File: src/rtl/imem_program_loader_if.sv
// Byte-stream valid/ready channel feeding the instruction-memory loader.
interface imem_program_loader_if;
   logic [7:0] rx_data;
   logic       rx_valid;
   logic       rx_ready;

   modport master (
      output rx_data,
      output rx_valid,
      input  rx_ready
   );

   modport slave (
      input  rx_data,
      input  rx_valid,
      output rx_ready
   );
endinterface

File: src/rtl/imem_program_loader.sv
// Framed byte-stream loader for the 32-word instruction memory; holds the core halted until verified.
// Define OPCODE_CHECK_EN to reject words whose opcode exceeds 8'h0B.
module imem_program_loader #(
   parameter int         DEPTH          = 32,
   parameter int         ADDR_W         = 5,
   parameter logic [7:0] SYNC_BYTE      = 8'hA5,
   parameter int         TIMEOUT_CYCLES = 1024
) (
   input  logic              clk,
   input  logic              rst,
   imem_program_loader_if.slave rx,
   output logic              imem_we,
   output logic [ADDR_W-1:0] imem_addr,
   output logic [31:0]       imem_wdata,
   output logic              cpu_run,
   output logic              done,
   output logic              error,
   output logic [2:0]        err_code
);

   localparam int         CNT_W   = $clog2(DEPTH + 1);
   localparam int         TMO_W   = $clog2(TIMEOUT_CYCLES + 1);
   localparam logic [7:0] DEPTH_B = 8'(DEPTH);

   typedef enum logic [2:0] {
      IDLE,
      COUNT,
      DATA,
      CHECK,
      DONE,
      ERR
   } state_t;

   state_t           state;
   logic [23:0]      word;
   logic [1:0]       byte_cnt;
   logic [CNT_W-1:0] word_idx;
   logic [CNT_W-1:0] n_words;
   logic [7:0]       csum;
   logic [TMO_W-1:0] tmo;

   logic xfer;
   logic busy;
   logic tmo_hit;
   logic bad_op;

   // Single-port memory: no byte may land in the write cycle.
   assign rx.rx_ready = ~rst & ~imem_we;
   assign xfer        = rx.rx_valid & rx.rx_ready;
   assign busy        = (state == COUNT) | (state == DATA) | (state == CHECK);
   assign tmo_hit     = (tmo == TMO_W'(TIMEOUT_CYCLES - 1));

`ifdef OPCODE_CHECK_EN
   assign bad_op = (word[23:16] > 8'h0B);
`else
   assign bad_op = 1'b0;
`endif

   always_ff @(posedge clk) begin
      if (rst) begin
         state      <= IDLE;
         word       <= '0;
         byte_cnt   <= '0;
         word_idx   <= '0;
         n_words    <= '0;
         csum       <= '0;
         tmo        <= '0;
         imem_we    <= 1'b0;
         imem_addr  <= '0;
         imem_wdata <= '0;
         cpu_run    <= 1'b0;
         done       <= 1'b0;
         error      <= 1'b0;
         err_code   <= 3'd0;
      end else begin
         imem_we <= 1'b0;
         unique case (state)
            IDLE, DONE, ERR: begin
               if (xfer && rx.rx_data == SYNC_BYTE) begin
                  state    <= COUNT;
                  done     <= 1'b0;
                  error    <= 1'b0;
                  err_code <= 3'd0;
                  cpu_run  <= 1'b0;
                  csum     <= '0;
                  word_idx <= '0;
                  byte_cnt <= '0;
                  tmo      <= '0;
               end
            end
            COUNT: begin
               if (xfer) begin
                  if (rx.rx_data == 8'd0 || rx.rx_data > DEPTH_B) begin
                     state    <= ERR;
                     error    <= 1'b1;
                     err_code <= 3'd1;
                  end else begin
                     n_words <= rx.rx_data[CNT_W-1:0];
                     state   <= DATA;
                  end
               end
            end
            DATA: begin
               if (xfer) begin
                  csum     <= csum ^ rx.rx_data;
                  word     <= {word[15:0], rx.rx_data};
                  byte_cnt <= byte_cnt + 2'd1;
                  if (byte_cnt == 2'd3) begin
                     if (bad_op) begin
                        state    <= ERR;
                        error    <= 1'b1;
                        err_code <= 3'd4;
                     end else begin
                        imem_we    <= 1'b1;
                        imem_addr  <= word_idx[ADDR_W-1:0];
                        imem_wdata <= {word, rx.rx_data};
                        word_idx   <= word_idx + CNT_W'(1);
                        if (word_idx == n_words - CNT_W'(1))
                           state <= CHECK;
                     end
                  end
               end
            end
            CHECK: begin
               if (xfer) begin
                  if (rx.rx_data == csum) begin
                     state   <= DONE;
                     done    <= 1'b1;
                     cpu_run <= 1'b1;
                  end else begin
                     state    <= ERR;
                     error    <= 1'b1;
                     err_code <= 3'd2;
                  end
               end
            end
            default: state <= IDLE;
         endcase

         // Inter-byte watchdog, only while a frame is in flight.
         if (busy) begin
            if (xfer) begin
               tmo <= '0;
            end else if (tmo_hit) begin
               state    <= ERR;
               error    <= 1'b1;
               err_code <= 3'd3;
            end else begin
               tmo <= tmo + TMO_W'(1);
            end
         end
      end
   end

endmodule

File: src/flat_wrapper.sv
// flat-port wrapper written by rule: the top's interface ports become plain ports
module imem_program_loader_flat 
#(
   parameter int         DEPTH          = 32,
   parameter int         ADDR_W         = 5,
   parameter logic [7:0] SYNC_BYTE      = 8'hA5,
   parameter int         TIMEOUT_CYCLES = 1024
)
  (clk, rst, imem_we, imem_addr, imem_wdata, cpu_run, done, error, err_code, rx_rx_data, rx_rx_valid, rx_rx_ready);
  imem_program_loader_if rx_i ();
  input  logic clk;
  input  logic rst;
  output logic imem_we;
  output logic [ADDR_W-1:0] imem_addr;
  output logic [31:0] imem_wdata;
  output logic cpu_run;
  output logic done;
  output logic error;
  output logic [2:0] err_code;
  input wire logic [$bits(rx_i.rx_data)-1:0] rx_rx_data;
  input wire logic [$bits(rx_i.rx_valid)-1:0] rx_rx_valid;
  output wire logic [$bits(rx_i.rx_ready)-1:0] rx_rx_ready;
  assign rx_i.rx_data = rx_rx_data;
  assign rx_i.rx_valid = rx_rx_valid;
  assign rx_rx_ready = rx_i.rx_ready;
  imem_program_loader #(.DEPTH(DEPTH), .ADDR_W(ADDR_W), .SYNC_BYTE(SYNC_BYTE), .TIMEOUT_CYCLES(TIMEOUT_CYCLES)) u_core (.clk(clk), .rst(rst), .rx(rx_i), .imem_we(imem_we), .imem_addr(imem_addr), .imem_wdata(imem_wdata), .cpu_run(cpu_run), .done(done), .error(error), .err_code(err_code));
endmodule
File: config.mk
export PLATFORM = sky130hd
export DESIGN_NAME = imem_program_loader_flat
export DESIGN_NICKNAME = d
export VERILOG_FILES = /design/src/rtl/imem_program_loader_if.sv /design/src/rtl/imem_program_loader.sv /design/src/flat_wrapper.sv
export SDC_FILE = /design/constraint.sdc
export NUM_CORES = 1
export LEC_CHECK = 0
export ABC_AREA = 1
export CORE_MARGIN = 3
export CORE_UTILIZATION = 39
export DETAILED_ROUTE_END_ITERATION = 16
export PLACE_DENSITY = 0.58
export SYNTH_ARGS = -nofsm -noshare
export SYNTH_HDL_FRONTEND = slang
export SYNTH_SLANG_ARGS = --single-unit
File: constraint.sdc
create_clock -name clk -period 3.45 [get_ports clk]
set_input_delay 0.69 -clock clk [delete_from_list [all_inputs] [get_ports clk]]
set_output_delay 0.69 -clock clk [all_outputs]
set_load 0.03 [all_outputs]
# Yosys cells after proc, flatten, opt, wreduce, memory -nomap -nowiden
# Cells that the tools add are included.
[word_totals] register_bits=103 wordCells=107 out_inout_bits=45 in_bits=11
[op_classes] muxes=50 n_eq_ne=15 n_reduce_logical=14 bitwise_logic=10 n_addsub=4 n_lt_le_gt_ge=1
[op_table] operator="$mux W11" count=5
[op_table] operator="$mux W3" count=18
[op_table] operator="$mux W6" count=3
[op_table] operator="$mux W8" count=2
[op_table] operator="$pmux W8 S2" count=1
[op_table] operator="$mux W1" count=13
[op_table] operator="$pmux W3 S4" count=1
[op_table] operator="$pmux W6 S2" count=1
[op_table] operator="$add A11 B1 Y11 const B" count=1
[op_table] operator="$eq A11 B10 Y1 const B" count=1
[op_table] operator="$pmux W3 S3" count=1
[op_table] operator="$reduce_and A3 Y1" count=3
[op_table] operator="$eq A8 B8 Y1" count=1
[op_table] operator="$eq A8 B8 Y1 const B" count=1
[op_table] operator="$gt A8 B6 Y1 const B" count=1
[op_table] operator="$logic_not A8 Y1" count=1
[op_table] operator="$reduce_and A4 Y1" count=2
[op_table] operator="$xor A8 B8 Y8" count=1
[op_table] operator="$add A6 B1 Y6 const B" count=1
[op_table] operator="$eq A3 B2 Y1 const B" count=2
[op_table] operator="$eq A3 B3 Y1 const B" count=2
[op_table] operator="$eq A6 B6 Y1" count=1
[op_table] operator="$ne A2 B1 Y1 const B" count=3
[op_table] operator="$reduce_or A3 Y1" count=2
[op_table] operator="17 further kinds" count=26

# Depth between registers and ports, before layout
[depth] depth_word=9 mapped_depth=11 mapped_depth_nobuf=11

# Worst setup path before layout
# No wires, ideal clock.
[synth_path] path_kind="in2reg" startpoint="in rst" endpoint="reg u_core.n_words[3]" t_arrival_ns=1.839 t_required_ns=3.331 path_buffers=2 setup_slack_ns=1.492 setup_time_ns=0.119 stages=8 path_cell_list="nor2_2 > nand2_2 > buf_4 > nor2_2 > nand2_2 > buf_2 > o21ai_0 > a21oi_1"
[synth_via] elab_chain_cells=4
[synth_rtl] item="start, declared" line="flat_wrapper.sv:12" source="input logic rst;"
[synth_rtl] item="$not A1 Y1" line="imem_program_loader.sv:48" source="assign rx.rx_ready = ~rst & ~imem_we;"
[synth_rtl] item="$and A1 B1 Y1" line="imem_program_loader.sv:48"
[synth_rtl] item="$and A1 B1 Y1" line="imem_program_loader.sv:49" source="assign xfer = rx.rx_valid & rx.rx_ready;"
[synth_rtl] item="$reduce_and A3 Y1 (no source line)"
[synth_rtl] item="end signal, assigned" line="imem_program_loader.sv:98" source="n_words <= rx.rx_data[CNT_W-1:0];"
[synth_rtl] item="end, declared" line="imem_program_loader.sv:38" source="logic [CNT_W-1:0] n_words;"
# Parallel ways exist; a longest one is shown, timed or not.
# A chain may end at the register's enable or synchronous reset.

# Worst setup path in the final report
[layout_path] startpoint="in rst" endpoint="out rx_rx_ready"
[layout_via] elab_chain_cells=2
[layout_rtl] item="$not A1 Y1" line="imem_program_loader.sv:48"
[layout_rtl] item="$and A1 B1 Y1" line="imem_program_loader.sv:48"
[layout_rtl] item="end, declared" line="flat_wrapper.sv:22" source="output wire logic [$bits(rx_i.rx_ready)-1:0] rx_rx_ready;"
# Every way passes these cells.

==> flow_summary.ini <==
[setup_path]
worstSetupStartpointType = input pin
ff2ff_path_depth = 10
path_max_fanout = 2
r2r-end = u_core.state[0]
regToRegSetupSlack_ns = 1.59
worstPathArrival_ns = 1.59
cp.required_ns = 2.76
cp-end-kind = primary output
reg2reg_from = u_core.imem_we
critPathKind = input pin to primary output

[clocking]
cts_tree = yes
cts_buffer_depth = 2
holdBufCountCts = 0
clkTransAtPathRegs_ns = 0.07
cts_setup_buffers = 0
cts_root_buf = clkbuf_16
clock-sinks = 103
ctsResizeCount = 0
cts_made_buffers = 9
clk_latency_ns = 0.35
htreeDepth = 3

[timing]
fin_crit_ns = 2.28
relSlewSlack_pct = 63.3
rsz0062_at_grt = false
fin_crit_sh_pct = 66.0
max_freq_ghz = 0.439
hold_viol_final = 0
tns_ns = 0
fin_worst_skew_ns = 0.00760
finalMaxSlewViolations = 0
tightest_slew_ns = 0.550
finalSetupViolCount = 0
hold_ws_ns = 0.458

[route]
via_per_inst = 4.99
avgRoutedWirePerCell_um = 14.0
postRouteAntennaNets = 0
via_count = 4045
drtIter0Drc = 195
wirelength_mm = 11.4
drc = 0
firstDrtPassIters = 5

[global_routing]
track_usage_pct = 18.5
grt_pass1_vias = 3901
grt_overflow = 0
grt_max_degree = 52
antenna_found_initial = 0
grt_pass1_wl_mm = 19.3

[yosys]
synth_top_cell_by_area = dfxtp_1
yosys_warnings = 0
syn_area_per_cell_um2 = 7.22
synth_nets = 638
async_flop_share_pct = 0
seq_area_frac_synth_pct = 45.8
synth_area_leaders = dfxtp_1, nand2_1, a21oi_1, nor2_1, o21ai_0
ys_ff_latch = 103
syn_inst = 623
synth_top_cell_area_share_pct = 45.8
ys_types = 33
synth_edf_count = 0
netlist_area_um2 = 4500
synth_ff_type = dfxtp_1

[min_path]
hold_path_end = u_core.n_words[5]
min_from = u_core.n_words[5]
worstHoldPathCells = 2
hp-class = flop to flop

[finish]
nNetsFinal = 681
final_layout_size_suffix_gt1_share_pct = 7.90
diodes = 0
area_growth_pct = 20.2

[floorplan]
die_y_um = 113
core_um2 = 11000
dieArea_um2 = 12900
die_w_um = 113
rows = 38
ioPinCount = 56
start_util_pct = 40.8

[run]
drv_cap = 0

[pwr]
power_mw = 2.23
p_leak_nw = 2.18
power_density_nw_per_um2 = 413
ir_worst_vdd_mv = 0.336

[run_status]
status = finished, final reports clean

[place]
place_congestion = 0.898
hpwl_mm = 7.86
port_buffers = 55
-- how the worst max path moves through the flow --
stage,startpoint,endpoint,slack [ns],cells after the start
after CTS,rst,rx_rx_ready,1.16,3
after global routing,rx_rx_valid,u_core.state[0],1.00,10
after detailed placement,rx_rx_valid,u_core.state[0],0.88,10
final,rst,rx_rx_ready,1.17,3
after global placement,rx_rx_valid,u_core.state[0],0.91,10
after floorplan,rst,u_core.n_words[3],1.49,8
-- cells in the mapped netlist (4+ instances only) --
cell and n:
nor2_2 7, o21ai_1 4, dfxtp_1 103, clkbuf_1 8
nand2_2 6, nand4_1 5, nand3_1 29, xor2_1 7
inv_1 44, buf_2 14, nand2_1 137, nor2_1 87
o21ai_0 51, ha_1 4, a211oi_1 8, inv_2 10
a21oi_1 71
-- worst max-delay path: stages --
cell and delay [ns]:
buf_2 0.11, nor2_2 0.11, clkdlybuf4s50_1 0.68
-- cells in the final DEF (no fill, tap or decap), types with 2 or more instances in the layout --
master	netlist	layout
nand2_1	137	137
dfxtp_1	103	103
nor2_1	87	87
a21oi_1	71	71
clkdlybuf4s50_1	0	54
o21ai_0	51	51
inv_1	44	44
nand3_1	29	29
inv_2	10	10
clkbuf_16	0	9
a211oi_1	8	8
xor2_1	7	7
nor2_2	7	6
nand2_2	6	6
nand4_1	5	5
o21ai_1	4	4
ha_1	4	4
buf_4	2	4
nor2_4	2	3
nor3_1	3	3
xnor2_1	3	3
a31oi_1	3	3
nand3_4	2	2
nand3_2	2	2
clkinv_2	1	2
nand2_4	2	2
inv_8	0	2
-- sequential cells by signal, summed over array words and instances, names as in the netlist --
| signal | flops |
|---|---|
| u_core.imem_we | 1 |
| u_core.state | 3 |
| u_core.csum | 8 |
| u_core.imem_addr | 5 |
| u_core.byte_cnt | 2 |
| u_core.cpu_run | 1 |
| u_core.error | 1 |
| u_core.word | 24 |
| u_core.tmo | 11 |
| u_core.imem_wdata | 32 |
| u_core.err_code | 3 |
| u_core.word_idx | 6 |
| u_core.n_words | 6 |
-- cells by family (layout without fill, tap and decap cells) --
family	Yosys count	after routing	synth area share [%]
compound gates	142	142	16.6
flops	103	103	45.8
buf+inv	82	130	7.48
xor+xnor	10	10	1.95
fa+ha+maj	4	4	1.11
simple gates	282	282	27.0
-- layout make-up --
type | count | area (um2)
sequential | 103 | 2060
timing repair buffer | 59 | 576
clock buffer | 10 | 229
fill | 1140 | 5620
multi-input combinational | 438 | 2100
tap | 140 | 175
inverter | 55 | 208
clock inverter | 6 | 52.6
-- power by group --
part / leakage [nW] / total [mW] / internal (mW) / switching (mW)
clock network: 0.137 / 0.976 / 0.503 / 0.473
logic: 1.21 / 0.0708 / 0.0209 / 0.0499
registers: 0.829 / 1.19 / 1.19 / 0.0000913
-- layer usage --
layer	track usage, %	share of wire, %
met5	0	0
met4	5.37	1.2
met3	3.98	4.6
met2	30.2	46
met1	24.7	48
-- metrics by stage --
step                      instances  setup slack, ns  instance area, um2  util [%]
after floorplan                 623             1.49                4500         -
after global placement          795            0.909                5120      46.5
after detailed placement        795            0.878                5120      46.5
after CTS                       811             1.16                5410      49.0
after global routing            811             1.00                5410      49.0
final                           811             1.17                5410      49.0
Note: power is estimated with default switching activity, not from simulation.
